<file path="src/rtl/decoder_scan_n.sv">
// decoder_scan_n
//   Registered N_SEL-to-2**N_SEL one-hot decoder with enable and an auto-scan
//   mode. In scan mode an internal index sweeps every output, holding each one
//   for DWELL cycles. It is intended for row/digit/chip-select scanning.
//
// Parameters
//   N_SEL      select width (1..6); the decoder has 2**N_SEL outputs
//   DWELL      cycles each output stays active while scanning (>= 1)
//   ACTIVE_LOW 1 = Y is one-cold (inactive level all ones)
//
// Ports
//   clk    rising-edge clock
//   rst_n  asynchronous active-low reset
//   en     block enable; 0 forces Y inactive
//   mode   0 = direct decode of A, 1 = auto-scan
//   A      direct-mode select / scan-mode load index
//   load   scan mode: jump to index A (beats advance and wrap)
//   Y      registered decode of idx (inactive while valid = 0)
//   idx    registered index currently decoded onto Y
//   valid  Y carries an active selection
//   wrap   one-cycle pulse when the scan index rolls over to 0
module decoder_scan_n #(
  parameter int N_SEL      = 3,
  parameter int DWELL      = 4,
  parameter bit ACTIVE_LOW = 1'b0
) (
  input  logic                  clk,
  input  logic                  rst_n,
  input  logic                  en,
  input  logic                  mode,
  input  logic [N_SEL-1:0]      A,
  input  logic                  load,
  output logic [2**N_SEL-1:0]   Y,
  output logic [N_SEL-1:0]      idx,
  output logic                  valid,
  output logic                  wrap
);

  localparam int N_OUT = 2 ** N_SEL;
  localparam int DW    = (DWELL > 1) ? $clog2(DWELL) : 1;

  localparam logic [DW-1:0]    DWELL_LAST = DW'(DWELL - 1);
  localparam logic [N_SEL-1:0] IDX_LAST   = '1;
  localparam logic [N_OUT-1:0] Y_IDLE     = ACTIVE_LOW ? '1 : '0;

  localparam logic [1:0] ST_IDLE   = 2'd0;
  localparam logic [1:0] ST_DIRECT = 2'd1;
  localparam logic [1:0] ST_SCAN   = 2'd2;

  logic [1:0]       state_reg, state_next;
  logic [DW-1:0]    dwell_reg, dwell_next;
  logic [N_SEL-1:0] idx_reg, idx_next;
  logic             valid_reg, valid_next;
  logic             wrap_reg, wrap_next;
  logic [N_OUT-1:0] y_reg, y_next;
  logic [N_OUT-1:0] y_dec;

  // The target state depends only on en/mode; the current state only matters
  // for telling a SCAN entry (resume at held idx, fresh dwell) from a SCAN
  // continuation.
  always_comb begin
    state_next = ST_IDLE;
    dwell_next = '0;
    idx_next   = idx_reg;
    valid_next = 1'b0;
    wrap_next  = 1'b0;
    if (en) begin
      valid_next = 1'b1;
      if (!mode) begin
        state_next = ST_DIRECT;
        idx_next   = A;
      end else begin
        state_next = ST_SCAN;
        if (load) begin
          // load wins over advance/wrap; restart the dwell at A
          idx_next = A;
        end else if (state_reg != ST_SCAN) begin
          // entry: keep idx, dwell already cleared above
          idx_next = idx_reg;
        end else if (dwell_reg == DWELL_LAST) begin
          idx_next  = idx_reg + N_SEL'(1);
          wrap_next = (idx_reg == IDX_LAST);
        end else begin
          dwell_next = dwell_reg + DW'(1);
        end
      end
    end
  end

  // Decode the next index so Y lands in the same register stage as idx.
  generate
    for (genvar gi = 0; gi < N_OUT; gi++) begin : g_dec
      assign y_dec[gi] = (idx_next == N_SEL'(gi));
    end
  endgenerate

  always_comb begin
    y_next = Y_IDLE;
    if (valid_next) begin
      y_next = ACTIVE_LOW ? ~y_dec : y_dec;
    end
  end

  always_ff @(posedge clk or negedge rst_n) begin
    if (!rst_n) begin
      state_reg <= ST_IDLE;
      dwell_reg <= '0;
      idx_reg   <= '0;
      valid_reg <= 1'b0;
      wrap_reg  <= 1'b0;
      y_reg     <= Y_IDLE;
    end else begin
      state_reg <= state_next;
      dwell_reg <= dwell_next;
      idx_reg   <= idx_next;
      valid_reg <= valid_next;
      wrap_reg  <= wrap_next;
      y_reg     <= y_next;
    end
  end

  assign Y     = y_reg;
  assign idx   = idx_reg;
  assign valid = valid_reg;
  assign wrap  = wrap_reg;

endmodule

</file>
<file path="config.mk">
export PLATFORM = sky130hd
export DESIGN_NAME = decoder_scan_n
export DESIGN_NICKNAME = d
export VERILOG_FILES = /design/src/rtl/decoder_scan_n.sv
export SDC_FILE = /design/constraint.sdc
export NUM_CORES = 1
export LEC_CHECK = 0
export CORE_MARGIN = 2
export CORE_UTILIZATION = 40
export DETAILED_ROUTE_END_ITERATION = 8
export GPL_ROUTABILITY_DRIVEN = 0
export PLACE_DENSITY = 0.73
export SLEW_MARGIN = 15
export SYNTH_ARGS = -nofsm -noshare
export SYNTH_HDL_FRONTEND = slang
export SYNTH_SLANG_ARGS = --single-unit
</file>
<file path="constraint.sdc">
create_clock -name clk -period 1.7 [get_ports clk]
set_input_delay 0.17 -clock clk [delete_from_list [all_inputs] [get_ports clk]]
set_output_delay 0.17 -clock clk [all_outputs]
set_load 0.005 [all_outputs]
</file>
# Yosys cells after proc, flatten, opt, wreduce, memory -nomap -nowiden
# Index checks and enable logic that the tools add are counted.
# Widths: inputs -> output; s select.
# word_totals
ff_bits,17
input_bits,8
output_inout_bits,13
# op_classes
n_mux,19
add_sub_neg,2
n_reduce_logical,1
n_eq_ne,10
# ops
op,n
$eq 3x3->1 const B,5
$mux 3,5
$mux 2,7
$mux 8,1
$eq 3x2->1 const B,2
$mux 1,6
$add 3x1->3 const B,1
$eq 3x1->1 const B,1
$logic_not 3->1,1
$add 2x1->2 const B,1
$eq 2x2->1 const B,1
$ne 2x2->1 const B,1

# Logic depth before layout (Yosys ltp)
# logic_depth
ltp_word,8
depth_mapped,6
depth_no_buf,6

# Least setup slack after synthesis
# Ideal clock, no wire load.
# synth_timing
kind,flip-flop to flip-flop
from,"register idx_reg[0], in the netlist idx[0]"
to,"register y_reg[5], in the netlist Y[5]"
stages_incl_launch_ff,7
path_slack_ns,0.015
path_buffers,0
t_arrival_ns,1.599
setup_time_ns,0.086
cell_sequence,dfrtp_1 > ha_1 > ha_1 > and4b_1 > a211oi_1 > or3b_4 > nor3_1
# synth_between
elab_chain_len,8
# synth_lines
element,line,text
"start, declared",52,"logic [N_SEL-1:0] idx_reg, idx_next;"
"start signal, assigned",115,idx_reg <= idx_next;
$add 3x1->3,81,idx_next = idx_reg + N_SEL'(1);
$mux 3,80,end else if (dwell_reg == DWELL_LAST) begin
$mux 3,77,end else if (state_reg != ST_SCAN) begin
$mux 3,74,if (load) begin
$mux 3,69,if (!mode) begin
$mux 3 (*),67,if (en) begin
$eq 3x3->1 (*),93,assign y_dec[gi] = (idx_next == N_SEL'(gi));
$mux 8 (*),99,if (valid_next) begin
via y_next[5],55,"logic [N_OUT-1:0] y_reg, y_next;"
"end signal, assigned",118,y_reg <= y_next;
"end, declared",55,
# Mark *: on every way through the listed nets, which the timed path passes. The rest lies on a longest branch.

# Worst setup path in the final report
# Same ends and word-level chain as after synthesis.

==> flow_summary.json <==
{
  "hold_buffers": 0,
  "synth_seq_cells": 17,
  "post-dp-hpwl_um": 1150,
  "synth_top_cell_by_area": "dfrtp_1",
  "postSynthAreaPerCell_um2": 12.3,
  "portBuffers": 20,
  "cp_max_fo": 5,
  "drt_pass1_iterations": 4,
  "p_per_area_nw_per_um2": 756,
  "worst_setup_path_start_kind": "register",
  "io_pins": 21,
  "violations": "setup timing",
  "layout-drive-gt1-share_pct": 34.7,
  "clk_latency_ns": 0.29,
  "fin_skew_ns": 0.00523,
  "core_area_um2": 1730,
  "synth.area.top_cells": "dfrtp_1 (58%), ha_1 (6.8%), nor3_1 (6.1%)",
  "hp-class": "input pin to async pin",
  "viasPerCell": 5.13,
  "fin_ws_ns": -0.0678,
  "grt_pass1_wl_um": 2660,
  "ys_seq_area_share_pct": 57.6,
  "irDropWorstVdd_v": 0.000374,
  "numCtsBuffers": 3,
  "die_area_um2": 2210,
  "p_leak_uw": 0.000557,
  "nets": 108,
  "hold_violations": 0,
  "route.detailed.drc": 0,
  "tightestPinTransition_ns": 0.431,
  "antenna_found_initial": 0,
  "ys_types": 26,
  "area_delta_synth_final_pct": 54.9,
  "end_kind": "register",
  "setup_violations": 7,
  "cts_tree": "yes",
  "synthCells": 60,
  "rows": 15,
  "path_clk_slew_ns": 0.10,
  "diodes": 0,
  "drtIter0Drc": 9,
  "cts-htree-levels": 1,
  "grt_use_total_pct": 18.1,
  "die_h_um": 47.0,
  "relSlewSlack_pct": 71.1,
  "slew_violations": 0,
  "grt_pass1_vias": 594,
  "clock_sinks": 17,
  "dr_total_vias": 616,
  "min_period_ns": 1.77,
  "dp_cells": 112,
  "rsz0062_at_grt": "true",
  "drv_cap": 0,
  "status": "finished with violations",
  "die_x_um": 47.0,
  "routed_wl_um": 1700,
  "max_freq_mhz": 566,
  "path_class": "register to register",
  "root_buffer": "clkbuf_4",
  "gr-total-overflow": 0,
  "r2r_slack_ns": -0.07,
  "fin_crit_sh_pct": 104,
  "final_cells": 120,
  "wl_per_cell_um": 14.2,
  "synth_warnings": 0,
  "arrival_ns": 1.99,
  "synth_top_area_share_pct": 57.6,
  "largest_reg_flops": 8,
  "syn_area_um2": 738,
  "cts_buffer_depth": 2,
  "initial_utilization_pct": 42.8,
  "finalSetupTns_ns": -0.286,
  "grt_max_degree": 18,
  "postRouteAntennaNets": 0,
  "cp.required_ns": 1.92,
  "synth_nets": 72
}
synth_stat cells:
cell type,n
nor2b_1,2
o21ai_0,2
and4bb_1,1
nand2b_1,1
or3b_4,1
nand2_1,2
nand3b_4,1
and2b_1,1
nand3_1,1
and4bb_2,1
a21o_2,1
nor3_1,9
and3_4,1
or3_1,1
and4b_1,2
inv_1,2
inv_2,2
and3_1,1
dfrtp_1,17
and2_1,1
a31oi_1,1
ha_1,4
nor2_1,1
a32o_1,1
a211oi_1,2
clkbuf_1,1
worst max-delay path, cell delays in order (launching register included):
cell	delay (ns)
dfrtp_1	0.40
ha_2	0.18
ha_1	0.26
and4b_1	0.21
a211oi_2	0.05
or3b_4	0.46
nor3_4	0.14
per-layer routing:
metal / GRT usage (%) / wire length (um)
met1: 22.6 / 733
met2: 28.5 / 846
met3: 3.46 / 67
met4: 11.7 / 53
met5: 0 / 0
placed cells by master, fill, tap and decap left out, drive strengths merged, types with 2 or more instances in the layout:
cell / instances
ha: 4
and4b: 2
o21ai: 2
clkbuf: 3
nand2: 2
and4bb: 2
inv: 4
clkdlybuf4s50: 19
nor3: 9
dfrtp: 17
and3: 2
a211oi: 2
nor2b: 2
buf: 12
power breakdown:
group | switching, uW | internal [uW]
clock network | 127 | 87.7
registers | 11.9 | 426
logic | 96.3 | 115
cells by family (layout without fill, tap and decap cells):
family,Yosys count,in the layout,synth area share (%)
AOI/OAI and AO/OA,7,7,6.78
buffers and inverters,5,40,2.54
adders and majority gates,4,4,6.78
DFF,17,17,57.6
and+or+nand+nor,27,27,26.3
metrics by stage:
step | hold WS [ns] | utilization (%) | cell area, um^2 | setup slack [ns] | total power, uW
after floorplan | -0.126 | - | 738 | 0.0146 | 510
after global placement | 0.451 | 59.4 | 1030 | -0.0441 | 612
after detailed placement | 0.470 | 59.4 | 1030 | -0.0977 | 616
after CTS | 0.188 | 63.4 | 1090 | -0.0238 | 850
after global routing | 0.215 | 66.2 | 1140 | -0.148 | 903
final | 0.185 | 66.2 | 1140 | -0.0678 | 865
final timing paths:
check                                       startpoint                endpoint  depth (start not counted)
max in group asynchronous                        rst_n  state_reg[1]$_DFF_PN0_                          2
worst min register to register  dwell_reg[0]$_DFF_PN0_  dwell_reg[0]$_DFF_PN0_                          1
worst max register to register        idx[0]$_DFF_PN0_          Y[5]$_DFF_PN0_                          6
min in group clk                dwell_reg[0]$_DFF_PN0_  dwell_reg[0]$_DFF_PN0_                          1
worst max-delay path                  idx[0]$_DFF_PN0_          Y[5]$_DFF_PN0_                          6
worst min-delay path                             rst_n         valid$_DFF_PN0_                          2
layout make-up:
class | instances | area, um^2
clock buffers | 3 | 22.5
clock inverters | 1 | 5.00
fillers | 134 | 583
inverters | 4 | 15.0
multi-input cells | 38 | 352
flip-flops and latches | 17 | 425
well taps | 25 | 31.3
repair buffers | 32 | 293
what timing repair did:
item / in CTS / in global routing
cloned: 0 / 0
setup endpoints to repair: 8 / 10
pin swaps: 1 / 1
buffers inserted: 1 / 3
resized for setup: 8 / 6
Power figures use the tool's default switching activity.
